--- src/rtl/xorshift_multi_gen.sv ---
// Multi-channel xorshift traffic source: NUM_CH seeded generators feed private FIFOs,
// merged round-robin onto one valid/ready stream tagged with the source channel.
module xorshift_multi_gen #(
  parameter int              CPU_INDEX  = 0,
  parameter int              NUM_CH     = 4,
  parameter int              DATA_W     = 64,
  parameter int              NUM_TRANS  = 1000,
  parameter int              FIFO_DEPTH = 4,
  parameter longint unsigned SEED       = 64'd1
) (
  input  logic                                           clk,
  input  logic                                           rst,
  input  logic                                           start,
  output logic                                           out_vld,
  input  logic                                           out_rdy,
  output logic [DATA_W-1:0]                              out_data,
  output logic [((NUM_CH > 1) ? $clog2(NUM_CH) : 1)-1:0] out_ch,
  output logic                                           busy,
  output logic                                           transactions_done
);

  localparam int CH_W  = (NUM_CH > 1) ? $clog2(NUM_CH) : 1;
  localparam int AW    = $clog2(FIFO_DEPTH);
  localparam int CNT_W = $clog2(NUM_TRANS + 1);

  typedef enum logic [1:0] {
    ST_IDLE  = 2'd0,
    ST_RUN   = 2'd1,
    ST_DRAIN = 2'd2,
    ST_DONE  = 2'd3
  } state_t;

  state_t            state_r, state_s;
  logic [DATA_W-1:0] x_r      [NUM_CH];
  logic [DATA_W-1:0] x_nxt_s  [NUM_CH];
  logic [CNT_W-1:0]  cnt_r    [NUM_CH];
  logic [DATA_W-1:0] mem_r    [NUM_CH][FIFO_DEPTH];
  logic [AW:0]       wr_ptr_r [NUM_CH];
  logic [AW:0]       rd_ptr_r [NUM_CH];
  logic [NUM_CH-1:0] empty_s, full_s, push_s, pop_s, cnt_done_s;
  logic              start_go_s, load_s, grant_vld_s;
  logic [CH_W-1:0]   grant_s, rr_r, rr_nxt_s;
  logic [DATA_W-1:0] head_s;
  logic              out_vld_r, busy_r, done_r;
  logic [DATA_W-1:0] out_data_r;
  logic [CH_W-1:0]   out_ch_r;

  // One xorshift step; the shift triple is chosen by word width.
  function automatic logic [DATA_W-1:0] xs_step(input logic [DATA_W-1:0] x);
    logic [DATA_W-1:0] t;
    if (DATA_W == 32) begin
      t = x ^ (x << 13);
      t = t ^ (t >> 17);
      t = t ^ (t << 5);
    end else begin
      t = x ^ (x << 13);
      t = t ^ (t >> 7);
      t = t ^ (t << 17);
    end
    return t;
  endfunction

  // Per-channel seed; xorshift has a fixed point at zero, so zero becomes one.
  function automatic logic [DATA_W-1:0] seed_of(input int c);
    logic [DATA_W-1:0] s;
    s = DATA_W'(SEED) + DATA_W'(CPU_INDEX * NUM_CH) + DATA_W'(c) + DATA_W'(1'b1);
    if (s == {DATA_W{1'b0}}) begin
      s = DATA_W'(1'b1);
    end else begin
      s = s;
    end
    return s;
  endfunction

  assign start_go_s = start && ((state_r == ST_IDLE) || (state_r == ST_DONE));
  assign load_s     = !out_vld_r || out_rdy;

  // Per-channel FIFO flags, next generator state and push enables.
  always_comb begin
    for (int c = 0; c < NUM_CH; c++) begin
      x_nxt_s[c]    = xs_step(x_r[c]);
      empty_s[c]    = (wr_ptr_r[c] == rd_ptr_r[c]);
      full_s[c]     = (wr_ptr_r[c][AW] != rd_ptr_r[c][AW]) &&
                      (wr_ptr_r[c][AW-1:0] == rd_ptr_r[c][AW-1:0]);
      cnt_done_s[c] = (cnt_r[c] == CNT_W'(NUM_TRANS));
      push_s[c]     = (state_r == ST_RUN) && !cnt_done_s[c] && !full_s[c];
    end
  end

  // Round-robin grant: search from the pointer upward, then wrap to the lowest channel.
  always_comb begin
    grant_vld_s = 1'b0;
    grant_s     = {CH_W{1'b0}};
    for (int c = 0; c < NUM_CH; c++) begin
      if (!grant_vld_s && (CH_W'(c) >= rr_r) && !empty_s[c]) begin
        grant_vld_s = 1'b1;
        grant_s     = CH_W'(c);
      end else begin
        grant_vld_s = grant_vld_s;
      end
    end
    for (int c = 0; c < NUM_CH; c++) begin
      if (!grant_vld_s && !empty_s[c]) begin
        grant_vld_s = 1'b1;
        grant_s     = CH_W'(c);
      end else begin
        grant_vld_s = grant_vld_s;
      end
    end
    if (grant_s == CH_W'(NUM_CH - 1)) begin
      rr_nxt_s = {CH_W{1'b0}};
    end else begin
      rr_nxt_s = grant_s + CH_W'(1'b1);
    end
  end

  // Head-of-FIFO mux for the granted channel and the matching pop strobe.
  always_comb begin
    head_s = {DATA_W{1'b0}};
    pop_s  = {NUM_CH{1'b0}};
    for (int c = 0; c < NUM_CH; c++) begin
      if (grant_s == CH_W'(c)) begin
        head_s   = mem_r[c][rd_ptr_r[c][AW-1:0]];
        pop_s[c] = load_s && grant_vld_s;
      end else begin
        pop_s[c] = 1'b0;
      end
    end
  end

  // Generator state, word counters and FIFO pointers.
  always_ff @(posedge clk) begin
    if (rst) begin
      for (int c = 0; c < NUM_CH; c++) begin
        x_r[c]      <= {DATA_W{1'b0}};
        cnt_r[c]    <= {CNT_W{1'b0}};
        wr_ptr_r[c] <= {(AW+1){1'b0}};
        rd_ptr_r[c] <= {(AW+1){1'b0}};
      end
    end else if (start_go_s) begin
      for (int c = 0; c < NUM_CH; c++) begin
        x_r[c]      <= seed_of(c);
        cnt_r[c]    <= {CNT_W{1'b0}};
        wr_ptr_r[c] <= {(AW+1){1'b0}};
        rd_ptr_r[c] <= {(AW+1){1'b0}};
      end
    end else begin
      for (int c = 0; c < NUM_CH; c++) begin
        if (push_s[c]) begin
          x_r[c]      <= x_nxt_s[c];
          cnt_r[c]    <= cnt_r[c] + CNT_W'(1'b1);
          wr_ptr_r[c] <= wr_ptr_r[c] + (AW+1)'(1'b1);
        end
        if (pop_s[c]) begin
          rd_ptr_r[c] <= rd_ptr_r[c] + (AW+1)'(1'b1);
        end
      end
    end
  end

  // FIFO storage; the pushed word is the new generator state.
  always_ff @(posedge clk) begin
    for (int c = 0; c < NUM_CH; c++) begin
      if (push_s[c]) begin
        mem_r[c][wr_ptr_r[c][AW-1:0]] <= x_nxt_s[c];
      end
    end
  end

  // Output register and round-robin pointer; holds data while stalled.
  always_ff @(posedge clk) begin
    if (rst) begin
      out_vld_r  <= 1'b0;
      out_data_r <= {DATA_W{1'b0}};
      out_ch_r   <= {CH_W{1'b0}};
      rr_r       <= {CH_W{1'b0}};
    end else if (start_go_s) begin
      out_vld_r  <= 1'b0;
      rr_r       <= {CH_W{1'b0}};
    end else if (load_s) begin
      if (grant_vld_s) begin
        out_vld_r  <= 1'b1;
        out_data_r <= head_s;
        out_ch_r   <= grant_s;
        rr_r       <= rr_nxt_s;
      end else begin
        out_vld_r  <= 1'b0;
      end
    end
  end

  // Run-control next state.
  always_comb begin
    state_s = state_r;
    case (state_r)
      ST_IDLE: begin
        if (start) state_s = ST_RUN;
        else       state_s = ST_IDLE;
      end
      ST_RUN: begin
        if (&cnt_done_s) state_s = ST_DRAIN;
        else             state_s = ST_RUN;
      end
      ST_DRAIN: begin
        if ((&empty_s) && load_s) state_s = ST_DONE;
        else                      state_s = ST_DRAIN;
      end
      ST_DONE: begin
        if (start) state_s = ST_RUN;
        else       state_s = ST_DONE;
      end
      default: state_s = ST_IDLE;
    endcase
  end

  // State register with status flags registered from the next state.
  always_ff @(posedge clk) begin
    if (rst) begin
      state_r <= ST_IDLE;
      busy_r  <= 1'b0;
      done_r  <= 1'b0;
    end else begin
      state_r <= state_s;
      busy_r  <= (state_s == ST_RUN) || (state_s == ST_DRAIN);
      done_r  <= (state_s == ST_DONE);
    end
  end

  assign out_vld           = out_vld_r;
  assign out_data          = out_data_r;
  assign out_ch            = out_ch_r;
  assign busy              = busy_r;
  assign transactions_done = done_r;

endmodule

--- config.mk ---
export PLATFORM = sky130hd
export DESIGN_NAME = xorshift_multi_gen
export DESIGN_NICKNAME = d
export VERILOG_FILES = /design/src/rtl/xorshift_multi_gen.sv
export SDC_FILE = /design/constraint.sdc
export NUM_CORES = 2
export LEC_CHECK = 0
export ABC_AREA = 1
export CAP_MARGIN = 20
export CORE_AREA = 4 4 400 402
export DETAILED_ROUTE_END_ITERATION = 12
export DIE_AREA = 0 0 404 406
export HOLD_SLACK_MARGIN = 0.06
export PLACE_DENSITY = 0.65
export SYNTH_ARGS = -nofsm -noshare
export SYNTH_HDL_FRONTEND = slang
export SYNTH_SLANG_ARGS = --single-unit
--- constraint.sdc ---
create_clock -name clk -period 6.15 [get_ports clk]
set_clock_uncertainty 0.2 [all_clocks]
set_input_delay 1.23 -clock clk [delete_from_list [all_inputs] [get_ports clk]]
set_output_delay 1.23 -clock clk [all_outputs]
set_load 0.005 [all_outputs]
# [Yosys cells after proc, flatten, opt, wreduce, memory -nomap -nowiden]
# Memories as Yosys holds them, arrays and structs flattened.
# Cells that the tools add are included.
[totals] regBits=73 mem_bits_rw=1344 inputBits=4 output_inout_bits=69 elab_cells=310 n_memories=5
[op_classes] addsub=13 order_cmp=16 n_eq_ne=25 muxes=131 n_bitwise=53 reduce_logical=60
[mem_list] name="mem_r" words=4 width=256 rd=4 rd_ports_with_merged_regs=0 wr=4 line_no="37" source="logic [DATA_W-1:0] mem_r [NUM_CH][FIFO_DEPTH];"
[mem_list] name="x_r" words=4 width=64 rd=4 rd_ports_with_merged_regs=0 wr=4 line_no="34" source="logic [DATA_W-1:0] x_r [NUM_CH];"
[mem_list] name="cnt_r" words=4 width=10 rd=4 rd_ports_with_merged_regs=0 wr=4 line_no="36" source="logic [CNT_W-1:0] cnt_r [NUM_CH];"
[mem_list] name="rd_ptr_r" words=4 width=3 rd=4 rd_ports_with_merged_regs=0 wr=4 line_no="39" source="logic [AW:0] rd_ptr_r [NUM_CH];"
[mem_list] name="wr_ptr_r" words=4 width=3 rd=4 rd_ports_with_merged_regs=0 wr=4 line_no="38" source="logic [AW:0] wr_ptr_r [NUM_CH];"
[op_table] cell="64-bit 2-to-1 mux" count=32
[op_table] cell="256-bit 2-to-1 mux" count=4
[op_table] cell="64-bit binary-select mux with 2-bit select" count=4
[op_table] cell="64-bit demux with 2-bit select" count=4
[op_table] cell="64-bit bitwise XOR" count=8
[op_table] cell="64-bit by 57-bit bitwise XOR with 64-bit output" count=4
[op_table] cell="10-bit 2-to-1 mux" count=8
[op_table] cell="1-bit 2-to-1 mux" count=53
[op_table] cell="3-bit 2-to-1 mux" count=16
[op_table] cell="10-bit by 1-bit adder with 10-bit output (second input constant)" count=4
[op_table] cell="10-bit equality test (second input constant)" count=4
[op_table] cell="1-bit OR" count=32
[op_table] cell="1-bit logical AND" count=30
[op_table] cell="3-bit by 1-bit adder with 3-bit output (second input constant)" count=8
[op_table] cell="3-bit >= comparator (second input constant)" count=8
[op_table] cell="2-bit NOT with 3-bit output" count=8
[op_table] cell="1-bit logical NOT" count=20
[op_table] cell="2-bit 2-to-1 mux" count=9
[op_table] cell="2-bit equality test (second input constant)" count=6
[op_table] cell="3-bit equality test" count=4
[op_table] cell="3-bit by 1-bit < comparator with 1-bit output (second input constant)" count=4
[op_table] cell="2-bit equality test" count=4
[op_table] cell="2-bit case mux with 4 select lines" count=1
[op_table] cell="4-bit AND reduction" count=2
[op_table] cell="11 further kinds" count=21

# [Logic depth before layout (Yosys ltp)]
# An unclocked memory read counts as a cell.
[depth] word_depth=36 mapped_depth=20 depth_no_buf=19

# [Least setup slack after synthesis]
# OpenSTA, ideal clock, no wires.
[synth_timing] kind="reg2reg" from="memory rd_ptr_r[1][0] in the netlist's numbering" to="memory mem_r[1][0] in the netlist's numbering, enable pin" setup_time_ns=0.487 arrival_time_ns=3.681 t_required_ns=5.463 path_slack_ns=1.783 path_stages_with_launch=7 path_buffers=1 period_less_slack_ns=4.367 path_cell_list="edfxtp_1 -> buf_4 -> nand2_1 -> nand2_2 -> nand3_1 -> nand3_1 -> nor2_1"
[synth_lines] item="start, declared" line_no="39"
[synth_lines] item="end, declared" line_no="37"

==> run_results.csv <==
group,metric,value,unit
run_status,status,"finished clean",
worst_setup_path,crit_required,6650,ps
hold_path,min_from,"x_r[2][56]$_SDFFE_PP0P_",
timing,max_freq,227,MHz
floorplan,start_util,0.399,
worst_setup_path,cp-start-kind,"flip-flop",
timing,fin_crit,4400,ps
final_layout,drive_gt1_frac,0.0652,
timing,fin_ws,1750,ps
floorplan,die_width,404,µm
grt,grt_pass1_wl,250,mm
worst_setup_path,worstPathMaxFanout,26,
yosys,ys_ff_latch,1417,
power,power_leakage,25.1,nW
route,vias_per_cell,5.27,
yosys,avgSynthCellArea,11.2,µm²
clock_network,cts_sinks,1417,
yosys,synth_top_family_by_area,"simple AND/OR/NAND/NOR gates",
route,ant_nets,0,
yosys,synth_compound_area_frac,0.0582,
timing,hold_violations,0,
worst_setup_path,arrival,4900,ps
floorplan,fp.dieArea,164000,µm²
route,wl,168,mm
clock_network,cts_resized,0,
floorplan,dieHeight,406,µm
yosys,syn_inst,5576,
yosys,yosysWarnings,0,
final_layout,fin_util,0.447,
power,p_per_area,454,nW/µm²
yosys,synth.distinct_cells,41,
route,drc_errors,0,
floorplan,rows,145,
worst_setup_path,crit_type,"flip-flop to flip-flop",
timing,fin_setup_tns,0,ps
grt,grt-ovfl-total,0,
placed_design,finalWeightedCongestion,0.945,
grt,grt_pass1_vias,38400,
floorplan,fp.coreArea,156000,µm²
yosys,synthesis.area,62300,µm²
grt,grt_max_degree,82,
yosys,synth.top_cell.area_share,0.609,
clock_network,postCtsHoldBufs,0,
yosys,synth-adder-area-share,0.00743,
hold_path,worstHoldEndpoint,"x_r[2][56]$_SDFFE_PP0P_",
worst_setup_path,r2r_setup_slack,1750,ps
grt,antenna_found_initial,3,
route,drtPass1Iterations,6,
yosys,yosys.area_share.simple,0.148,
route,first_iter_violations,4686,
hold_path,min_path_type,"flip-flop to flip-flop",
clock_network,cts.htree.levels,4,
timing,setup_viol,0,
placed_design,placement.io_buffers,72,
yosys,synth_area_leaders,"edfxtp_1 (61%), xnor2_1 (6.1%), nand2_1 (6.1%)",
final_layout,syn2layout_area_growth,12.0,%
yosys,synth_xor_area_frac,0.0873,
hold_path,hold_depth,2,
final_layout,final_cell_mix,"edfxtp_1 (1264), nand2_1 (1010), nor2_1 (791)",
timing,rsz0062_at_grt,"no",
placed_design,pre_cts_ws,1590,ps
final_layout,fillers,14200,
grt,track_usage,0.202,
worst_setup_path,cp-end-kind,"flip-flop",
timing,hold_slack,279,ps
timing,fin_crit_sh,0.716,
route,dr_total_vias,40900,
yosys,yosysSeqAreaShare,0.659,
flow_run,maxCapViolations,0,
final_layout,final_nets,5627,
clock_network,clk_pin_slew_worst_paths,60,ps
clock_network,clk_latency,780,ps
timing,tightest_slew,1100,ps
clock_network,ctsRootBufferMaster,"clkbuf_16",
floorplan,ios,73,
worst_setup_path,ff2ff_path_depth,17,
yosys,syn-num-nets,5617,
clock_network,ctsLongestPathBuffers,3,
yosys,synth_mux_area_frac,0,
placed_design,dp_hpwl,113,mm
yosys,synth_top_cell_by_area,"edfxtp_1",
final_layout,final_common_cell,"edfxtp_1",
worst_setup_path,worstReg2RegEnd,"out_data[62]$_SDFFE_PP0P_",
final_layout,diodes,0,
clock_network,tritoncts,"yes",
power,ir_drop,0.338,mV
worst_setup_path,reg2reg_from,"rd_ptr_r[0][1]$_SDFFCE_PN0P_",
clock_network,postCtsSetupBuffers,0,
timing,slew_viol_final,0,
clock_network,cts_made_buffers,145,
timing,slew_headroom,0.269,
route,wl_per_cell,21.6,µm
## per-stage QoR
step                std cells  instance area, µm²  power (mW)
detailed placement       7496               65000        23.0
finish                   7764               69800        31.7
floorplan                5576               62300        19.0
CTS                      7763               69800        31.8
global placement         7495               65000        22.8
global route             7764               69800        33.1
## registers in the layout (all words and copies together), names as in the netlist, 2 cells and up
name,flops
rr_r,2
mem_r,1024
out_ch,2
rd_ptr_r,12
x_r,256
cnt_r,40
state_r,2
out_data,64
wr_ptr_r,12
## power breakdown
part / leakage, nW / switching [mW] / internal [mW]
combinational: 9.52 / 7.02 / 2.57
clock: 2.33 / 3.76 / 5.07
sequential: 13.2 / 0.516 / 12.8
## metal layers
layer,global-route usage,up-vias,part of all wire
li1,-,18900,-
met1,0.287,20200,0.43
met2,0.316,1578,0.46
met3,0.0331,244,0.077
met4,0.0660,2,0.034
met5,0,-,0.000071
## worst max path at each step
| stage | from | end | slack [ps] |
|---|---|---|---|
| floorplan | rd_ptr_r[1][0]$_SDFFCE_PN0P_ | mem_r[1][0]$_DFFE_PP_ | 1780 |
| global placement | rst | x_r[0][1]$_DFFE_PP_ | 1650 |
| detailed placement | rst | x_r[0][1]$_DFFE_PP_ | 1590 |
| CTS | rd_ptr_r[0][1]$_SDFFCE_PN0P_ | out_data[31]$_SDFFE_PP0P_ | 1780 |
| global route | rd_ptr_r[0][1]$_SDFFCE_PN0P_ | out_data[58]$_SDFFE_PP0P_ | 1590 |
| finish | rd_ptr_r[0][1]$_SDFFCE_PN0P_ | out_data[62]$_SDFFE_PP0P_ | 1750 |
## critical path, stage by stage (launching register included)
cell and delay [ps]:
edfxtp_1 390, inv_2 350, nand2_1 100, nand2_1 100
nand3_1 210, nor2_4 230, nand2_1 60, a21oi_1 370
inv_1 150, ha_2 230, nor2_4 520, buf_12 270
nand3_1 220, nand3_1 160, nand3_1 370, nand3_2 170
nand2_1 60, nor2_1 100
## logic make-up (layout without fill, tap and decap cells)
group / after synthesis / count (layout)
buffers and inverters: 597 / 727
AOI/OAI and AO/OA: 671 / 671
xor gates and xnor gates: 621 / 621
adders and majority gates: 37 / 37
DFF: 1417 / 1417
and+or+nand+nor: 2233 / 2233
## synth_stat cells (all sizes together)
library cell     n
edfxtp        1264
nand2         1017
nor2           814
o21ai          440
xnor2          436
nand3          362
inv            318
xor2           185
dfxtp          153
buf            144
clkbuf         133
a21oi           98
o211ai          64
o22ai           64
ha              37
nor3            11
or2              8
nor3b            7
and2             6
nand4            6
a211oi           2
clkinv           2
o2111ai          2
and3             1
nand3b           1
o21bai           1
## final cells by class
cell class	count	area (µm²)	share of cell area
sequential	1417	41000	0.588
clock buffer	193	3950	0.0566
clock inverter	74	837	0.0120
timing repair buffer	140	1260	0.0181
tap	2058	2570	0.0369
inverter	320	1210	0.0174
multi-input combinational	3562	18900	0.271
Power figures use the tool's default switching activity.
